--- config.mk ---
export PLATFORM = sky130hd
export DESIGN_NAME = load_store_unit
export DESIGN_NICKNAME = d
export VERILOG_FILES = /design/src/rtl/load_store_unit.sv
export SDC_FILE = /design/constraint.sdc
export NUM_CORES = 1
export LEC_CHECK = 0
export BUFFER_PORTS_ARGS = -buffer_cell sky130_fd_sc_hd__buf_2
export CORE_ASPECT_RATIO = 0.5
export CORE_MARGIN = 2
export CORE_UTILIZATION = 45
export DETAILED_ROUTE_END_ITERATION = 8
export PLACE_DENSITY = 0.77
export SLEW_MARGIN = 10
export SYNTH_ARGS = -nofsm -noshare
export SYNTH_HDL_FRONTEND = slang
export SYNTH_SLANG_ARGS = --single-unit
--- constraint.sdc ---
create_clock -name clk -period 1.7 [get_ports clk]
set_input_delay 0.17 -clock clk [delete_from_list [all_inputs] [get_ports clk]]
set_output_delay 0.17 -clock clk [all_outputs]
set_load 0.02 [all_outputs]
--- src/rtl/load_store_unit.sv ---
// rtl/load_store_unit.sv - CPU load/store unit: alignment check, sub-word read-modify-write, load formatting
module load_store_unit #(
  parameter int MEM_WORDS = 64
) (
  input  logic        clk,
  input  logic        rst,
  input  logic        req,
  input  logic        we,
  input  logic [1:0]  size,
  input  logic        uns,
  input  logic [31:0] addr,
  input  logic [31:0] wdata,
  output logic        busy,
  output logic        done,
  output logic [31:0] rdata,
  output logic        err,
  output logic [31:0] mem_address,
  output logic [31:0] mem_wrdata,
  output logic        mem_MemWrite,
  output logic        mem_MemRead,
  input  logic [31:0] mem_rddata
);

  typedef enum logic [1:0] {IDLE, RD, WR, DONE} state_t;

  state_t      state_q, state_d;
  logic        we_q, we_d;
  logic [1:0]  size_q, size_d;
  logic        uns_q, uns_d;
  logic [31:0] addr_q, addr_d;
  logic [31:0] wbuf_q, wbuf_d;
  logic        err_q, err_d;
  logic [31:0] rdata_q, rdata_d;

  logic        misaligned, out_of_range, reject;
  logic [7:0]  lane_b;
  logic [15:0] lane_h;
  logic [31:0] load_fmt, store_merge;

  assign misaligned   = (size == 2'b11) || (size == 2'b01 && addr[0]) ||
                        (size == 2'b10 && addr[1:0] != 2'b00);
  assign out_of_range = {2'b00, addr[31:2]} >= 32'(MEM_WORDS);
  assign reject       = misaligned || out_of_range;

  // Lane extraction and merge both work on the word returned during RD.
  always_comb begin
    lane_b = mem_rddata[7:0];
    unique case (addr_q[1:0])
      2'd0: lane_b = mem_rddata[7:0];
      2'd1: lane_b = mem_rddata[15:8];
      2'd2: lane_b = mem_rddata[23:16];
      2'd3: lane_b = mem_rddata[31:24];
    endcase
    lane_h = addr_q[1] ? mem_rddata[31:16] : mem_rddata[15:0];

    case (size_q)
      2'b00:   load_fmt = {{24{~uns_q & lane_b[7]}}, lane_b};
      2'b01:   load_fmt = {{16{~uns_q & lane_h[15]}}, lane_h};
      default: load_fmt = mem_rddata;
    endcase

    store_merge = mem_rddata;
    if (size_q == 2'b00) begin
      unique case (addr_q[1:0])
        2'd0: store_merge[7:0]   = wbuf_q[7:0];
        2'd1: store_merge[15:8]  = wbuf_q[7:0];
        2'd2: store_merge[23:16] = wbuf_q[7:0];
        2'd3: store_merge[31:24] = wbuf_q[7:0];
      endcase
    end else if (addr_q[1]) begin
      store_merge[31:16] = wbuf_q[15:0];
    end else begin
      store_merge[15:0] = wbuf_q[15:0];
    end
  end

  always_comb begin
    state_d = state_q;
    we_d    = we_q;
    size_d  = size_q;
    uns_d   = uns_q;
    addr_d  = addr_q;
    wbuf_d  = wbuf_q;
    err_d   = err_q;
    rdata_d = rdata_q;
    case (state_q)
      IDLE: begin
        if (req) begin
          we_d   = we;
          size_d = size;
          uns_d  = uns;
          addr_d = addr;
          wbuf_d = wdata;
          err_d  = reject;
          if (reject)                    state_d = DONE;
          else if (we && size == 2'b10)  state_d = WR;
          else                           state_d = RD;
        end
      end
      RD: begin
        if (we_q) begin
          wbuf_d  = store_merge;
          state_d = WR;
        end else begin
          rdata_d = load_fmt;
          state_d = DONE;
        end
      end
      WR:      state_d = DONE;
      default: state_d = IDLE;
    endcase
  end

  always_ff @(posedge clk) begin
    if (rst) begin
      state_q <= IDLE;
      we_q    <= 1'b0;
      size_q  <= 2'b00;
      uns_q   <= 1'b0;
      addr_q  <= 32'h0;
      wbuf_q  <= 32'h0;
      err_q   <= 1'b0;
      rdata_q <= 32'h0;
    end else begin
      state_q <= state_d;
      we_q    <= we_d;
      size_q  <= size_d;
      uns_q   <= uns_d;
      addr_q  <= addr_d;
      wbuf_q  <= wbuf_d;
      err_q   <= err_d;
      rdata_q <= rdata_d;
    end
  end

  assign busy         = (state_q != IDLE);
  assign done         = (state_q == DONE);
  assign err          = done & err_q;
  assign rdata        = rdata_q;
  assign mem_MemRead  = (state_q == RD);
  assign mem_MemWrite = (state_q == WR);
  assign mem_address  = (mem_MemRead || mem_MemWrite) ? {addr_q[31:2], 2'b00} : 32'h0;
  assign mem_wrdata   = mem_MemWrite ? wbuf_q : 32'h0;

endmodule

==> metrics.txt <==
post-cts hold buffer count=0; die width=159 µm; final hold vios=0; number of pins with negative max-slew slack in the final report=0; number of port buffers=201; IO Count=around 200; max-cap violation count=0; unrepaired setup endpoints after global routing=true; number of antenna-violating nets in the routed design=0; drt total wl=just over 20 mm; number of buffers created by CTS=9; vertical die dimension=about 82 µm; Post-synth ARST share=0; FP Rows=28; final routed DRC violation total=0; grt total ovfl=0; synthesized cell area=0.00541 mm²; leakage power total=between 3 and 4 nW; depth of the CTS H-tree=3; final setup violating endpoints=32; initial drt markers=approximately 530; Worst path slowest cell=sky130_fd_sc_hd__or3b_4; Post-Place Cell Area=0.00686 mm²; Synth Register Bits=~100; Core Box Area=0.0118 mm²; synthesized netlist cell count=roughly 700; prevailing post-synth register cell=sky130_fd_sc_hd__dfxtp_1; worst hold slack across all endpoints=between 0.05 and 0.06 ns; fin area=0.00811 mm²; critical path arrival=2.04 ns; crit path setup slack, layout=-0.0914 ns; routability congestion estimate from global placement=around 0.94; Crit Path Class=flip-flop to flip-flop; area of the die=around 0.013 mm²; proportion of synthesized chip area in sequential cells=0.381; ratio of final minimum period to clock period=1.05; mean number of vias per cell=about 5.8; worst setup skew after layout=0.0178 ns; startpoint class of the critical path=flip-flop; cell depth of the worst flop-to-flop path=6; clock latency of the later-clocked register in the worst-skew pair=0.35 ns; placed instance count=about 1100; share of layout cells above drive strength 1=0.455; CTS root buf=sky130_fd_sc_hd__clkbuf_16; category of the worst setup path capture point=flip-flop; number of distinct library cells after synthesis=49; result of the run=finished, violations left; post-detailed-route wirelength per cell=about 19 µm; Post-DP HPWL=between 10 and 15 mm; number of enable flip-flop cells after synthesis=0; peak per-stage delay on the critical path=~0.45 ns; global-route wire length before repair=27.9 mm; maximum frequency from static timing analysis=~560 MHz; final net count=approximately 1000; largest fanout on the critical path=8; violations in the final reports=setup timing; effective utilization at floorplan=0.460; power per cell area=1640 mW/mm²; Longest Clk Path Bufs=2; number of global-route vias before repair=between 5000 and 6000; required arrival time at the worst endpoint=between 1.5 and 2 ns; clock tree from TritonCTS=done; antenna violations before repair=0; Hold Path Stages=3; time the worst path needs with I/O delays and setup=around 1.8 ns; pin count of the biggest net entering global routing=38; Worst IR Drop VDD=approximately 750 µV; critical path, cell by cell=or3b_4 -> buf_6 -> a211oi_4 -> buf_12 -> nor2_1 -> a211oi_1; Min-Delay Path Class=primary input to flip-flop; via count of the routed design=6272; core utilization of the finished layout=0.689; Avg Synthesized Cell Area=7.81 µm²; Tot GR Track Use=0.270; clk slew on worst S/H paths=roughly 0.080 ns; number of clock sinks=103; TritonRoute pass-1 iters=6; count of synthesis-stage warnings from yosys=0; Area growth, synth to finish=49.8%; Post-Layout Cell Count=1084
==> final cells by class <==
type                            count  area (µm²)
Sequential cell                   103        2080
Inverter                           13        51.3
Antenna cell                        1        2.50
Clock inverter                      6        51.3
Tap cell                          165         206
Multi-Input combinational cell    521        3570
Timing Repair Buffer              265        1920
Clock buffer                       10         239
Fill cell                         975        3660
==> kinds of logic (layout without fill, tap and decap cells) <==
| logic type | count (synthesis) | after routing | share of synthesized area |
|---|---|---|---|
| other cells | 1 | 3 | 0.000693 |
| mux | 12 | 12 | 0.0222 |
| compound gates | 223 | 224 | 0.266 |
| flops | 103 | 103 | 0.381 |
| fa+ha+maj | 4 | 4 | 0.00925 |
| buf+inv | 72 | 294 | 0.0566 |
| simple gates | 278 | 279 | 0.264 |
==> worst max-delay path: cells and delay by family (launching register included) <==
kind | cells | cell delay (ns)
simple gates | 2 | 0.50
buf+inv | 2 | 0.32
compound gates | 2 | 0.55
flops | 1 | 0.33
==> stage by stage <==
step	total power, mW	setup TNS, ns	worst slack, ns
floorplan	7.21	0	0.00436
global placement	9.13	-0.852	-0.121
detailed placement	9.25	-3.79	-0.146
CTS	11.6	0	0.00167
global route	13.9	-3.09	-0.123
finish	13.3	-0.565	-0.0914
==> cell usage after synthesis, types with 2 or more instances <==
master / count / share of area
sky130_fd_sc_hd__and2_1: 64 / 0.074
sky130_fd_sc_hd__a211oi_1: 17 / 0.024
sky130_fd_sc_hd__nor2_1: 16 / 0.011
sky130_fd_sc_hd__o211ai_1: 2 / 0.0028
sky130_fd_sc_hd__nand3_1: 9 / 0.0083
sky130_fd_sc_hd__dfxtp_1: 103 / 0.38
sky130_fd_sc_hd__a22o_1: 7 / 0.011
sky130_fd_sc_hd__a21o_1: 15 / 0.021
sky130_fd_sc_hd__o221a_2: 8 / 0.017
sky130_fd_sc_hd__or4b_2: 6 / 0.011
sky130_fd_sc_hd__buf_1: 7 / 0.0049
sky130_fd_sc_hd__and3_1: 10 / 0.012
sky130_fd_sc_hd__o311ai_1: 6 / 0.0097
sky130_fd_sc_hd__or4b_1: 3 / 0.0055
sky130_fd_sc_hd__a211oi_2: 2 / 0.0046
sky130_fd_sc_hd__inv_1: 13 / 0.0090
sky130_fd_sc_hd__o21ai_0: 47 / 0.043
sky130_fd_sc_hd__clkbuf_1: 37 / 0.026
sky130_fd_sc_hd__a22oi_1: 7 / 0.0097
sky130_fd_sc_hd__mux2i_1: 12 / 0.022
sky130_fd_sc_hd__buf_2: 9 / 0.0083
sky130_fd_sc_hd__a21oi_1: 85 / 0.079
sky130_fd_sc_hd__nand2_1: 117 / 0.081
sky130_fd_sc_hd__or2_2: 16 / 0.018
sky130_fd_sc_hd__buf_4: 2 / 0.0028
sky130_fd_sc_hd__nor3_1: 9 / 0.0083
sky130_fd_sc_hd__a21boi_0: 8 / 0.011
sky130_fd_sc_hd__buf_6: 2 / 0.0042
sky130_fd_sc_hd__nand2b_1: 4 / 0.0046
sky130_fd_sc_hd__o311ai_0: 3 / 0.0049
sky130_fd_sc_hd__nor4_1: 6 / 0.0069
sky130_fd_sc_hd__clkbuf_2: 2 / 0.0018
sky130_fd_sc_hd__nor2b_1: 12 / 0.014
sky130_fd_sc_hd__ha_1: 4 / 0.0092
sky130_fd_sc_hd__a32o_1: 8 / 0.015
sky130_fd_sc_hd__or3_1: 2 / 0.0023
==> routing by layer <==
metal | up-vias | global-route usage | wire length (µm)
met5 | - | 0 | 0
met4 | 0 | 0.0918 | 523
met3 | 61 | 0.0798 | 2210
met2 | 376 | 0.442 | 9440
met1 | 2959 | 0.348 | 8160
li1 | 2876 | - | -
==> cells in the final DEF (no fill, tap or decap), types with 8 or more instances in the layout <==
master                      netlist  final
sky130_fd_sc_hd__buf_6            2     40
sky130_fd_sc_hd__mux2i_1         12      9
sky130_fd_sc_hd__buf_4            2     38
sky130_fd_sc_hd__or2_2           16     16
sky130_fd_sc_hd__clkbuf_16        0     14
sky130_fd_sc_hd__inv_1           13     11
sky130_fd_sc_hd__and3_1          10      9
sky130_fd_sc_hd__buf_2            9    172
sky130_fd_sc_hd__nor2_1          16      9
sky130_fd_sc_hd__a21o_1          15     15
sky130_fd_sc_hd__o221a_2          8      8
sky130_fd_sc_hd__a211oi_2         2      8
sky130_fd_sc_hd__a21oi_2          0     12
sky130_fd_sc_hd__a211oi_1        17     11
sky130_fd_sc_hd__nor2b_1         12      8
sky130_fd_sc_hd__dfxtp_1        103     97
sky130_fd_sc_hd__o21ai_0         47     40
sky130_fd_sc_hd__nand2_1        117    111
sky130_fd_sc_hd__nor3_1           9      9
sky130_fd_sc_hd__and2_4           0     28
sky130_fd_sc_hd__and2_1          64     36
sky130_fd_sc_hd__a21oi_1         85     71
sky130_fd_sc_hd__buf_12           0      9
sky130_fd_sc_hd__a32o_1           8      8
==> power by group <==
group          leakage, nW  internal [mW]  switching, mW
clock network        0.139           1.06           1.00
logic                 2.55           3.38           4.16
registers            0.849           3.20          0.469
==> path summary, 6_finish.rpt <==
check                          from                endpoint  slack [ns]
max          size_q[0]$_SDFFE_PP0P_  wbuf_q[3]$_SDFFE_PP0P_       -0.09
min                         addr[2]  addr_q[2]$_SDFFE_PP0P_        0.05
max reg2reg  size_q[0]$_SDFFE_PP0P_  wbuf_q[3]$_SDFFE_PP0P_       -0.09
min reg2reg  addr_q[7]$_SDFFE_PP0P_  addr_q[7]$_SDFFE_PP0P_        0.45
==> sequential cells by signal (all words and copies together) (netlist names) <==
register,cells
wbuf_q,32
err_q,1
rdata,32
uns_q,1
addr_q,32
we_q,1
state_q,2
size_q,2
==> what timing repair did <==
item                       4_1_cts  5_1_grt
gates resized for setup         24      183
setup endpoints to repair      121      106
pin swaps                        1       45
gates cloned                     1        7
buffers inserted                 2        8
Power figures use the tool's default switching activity.
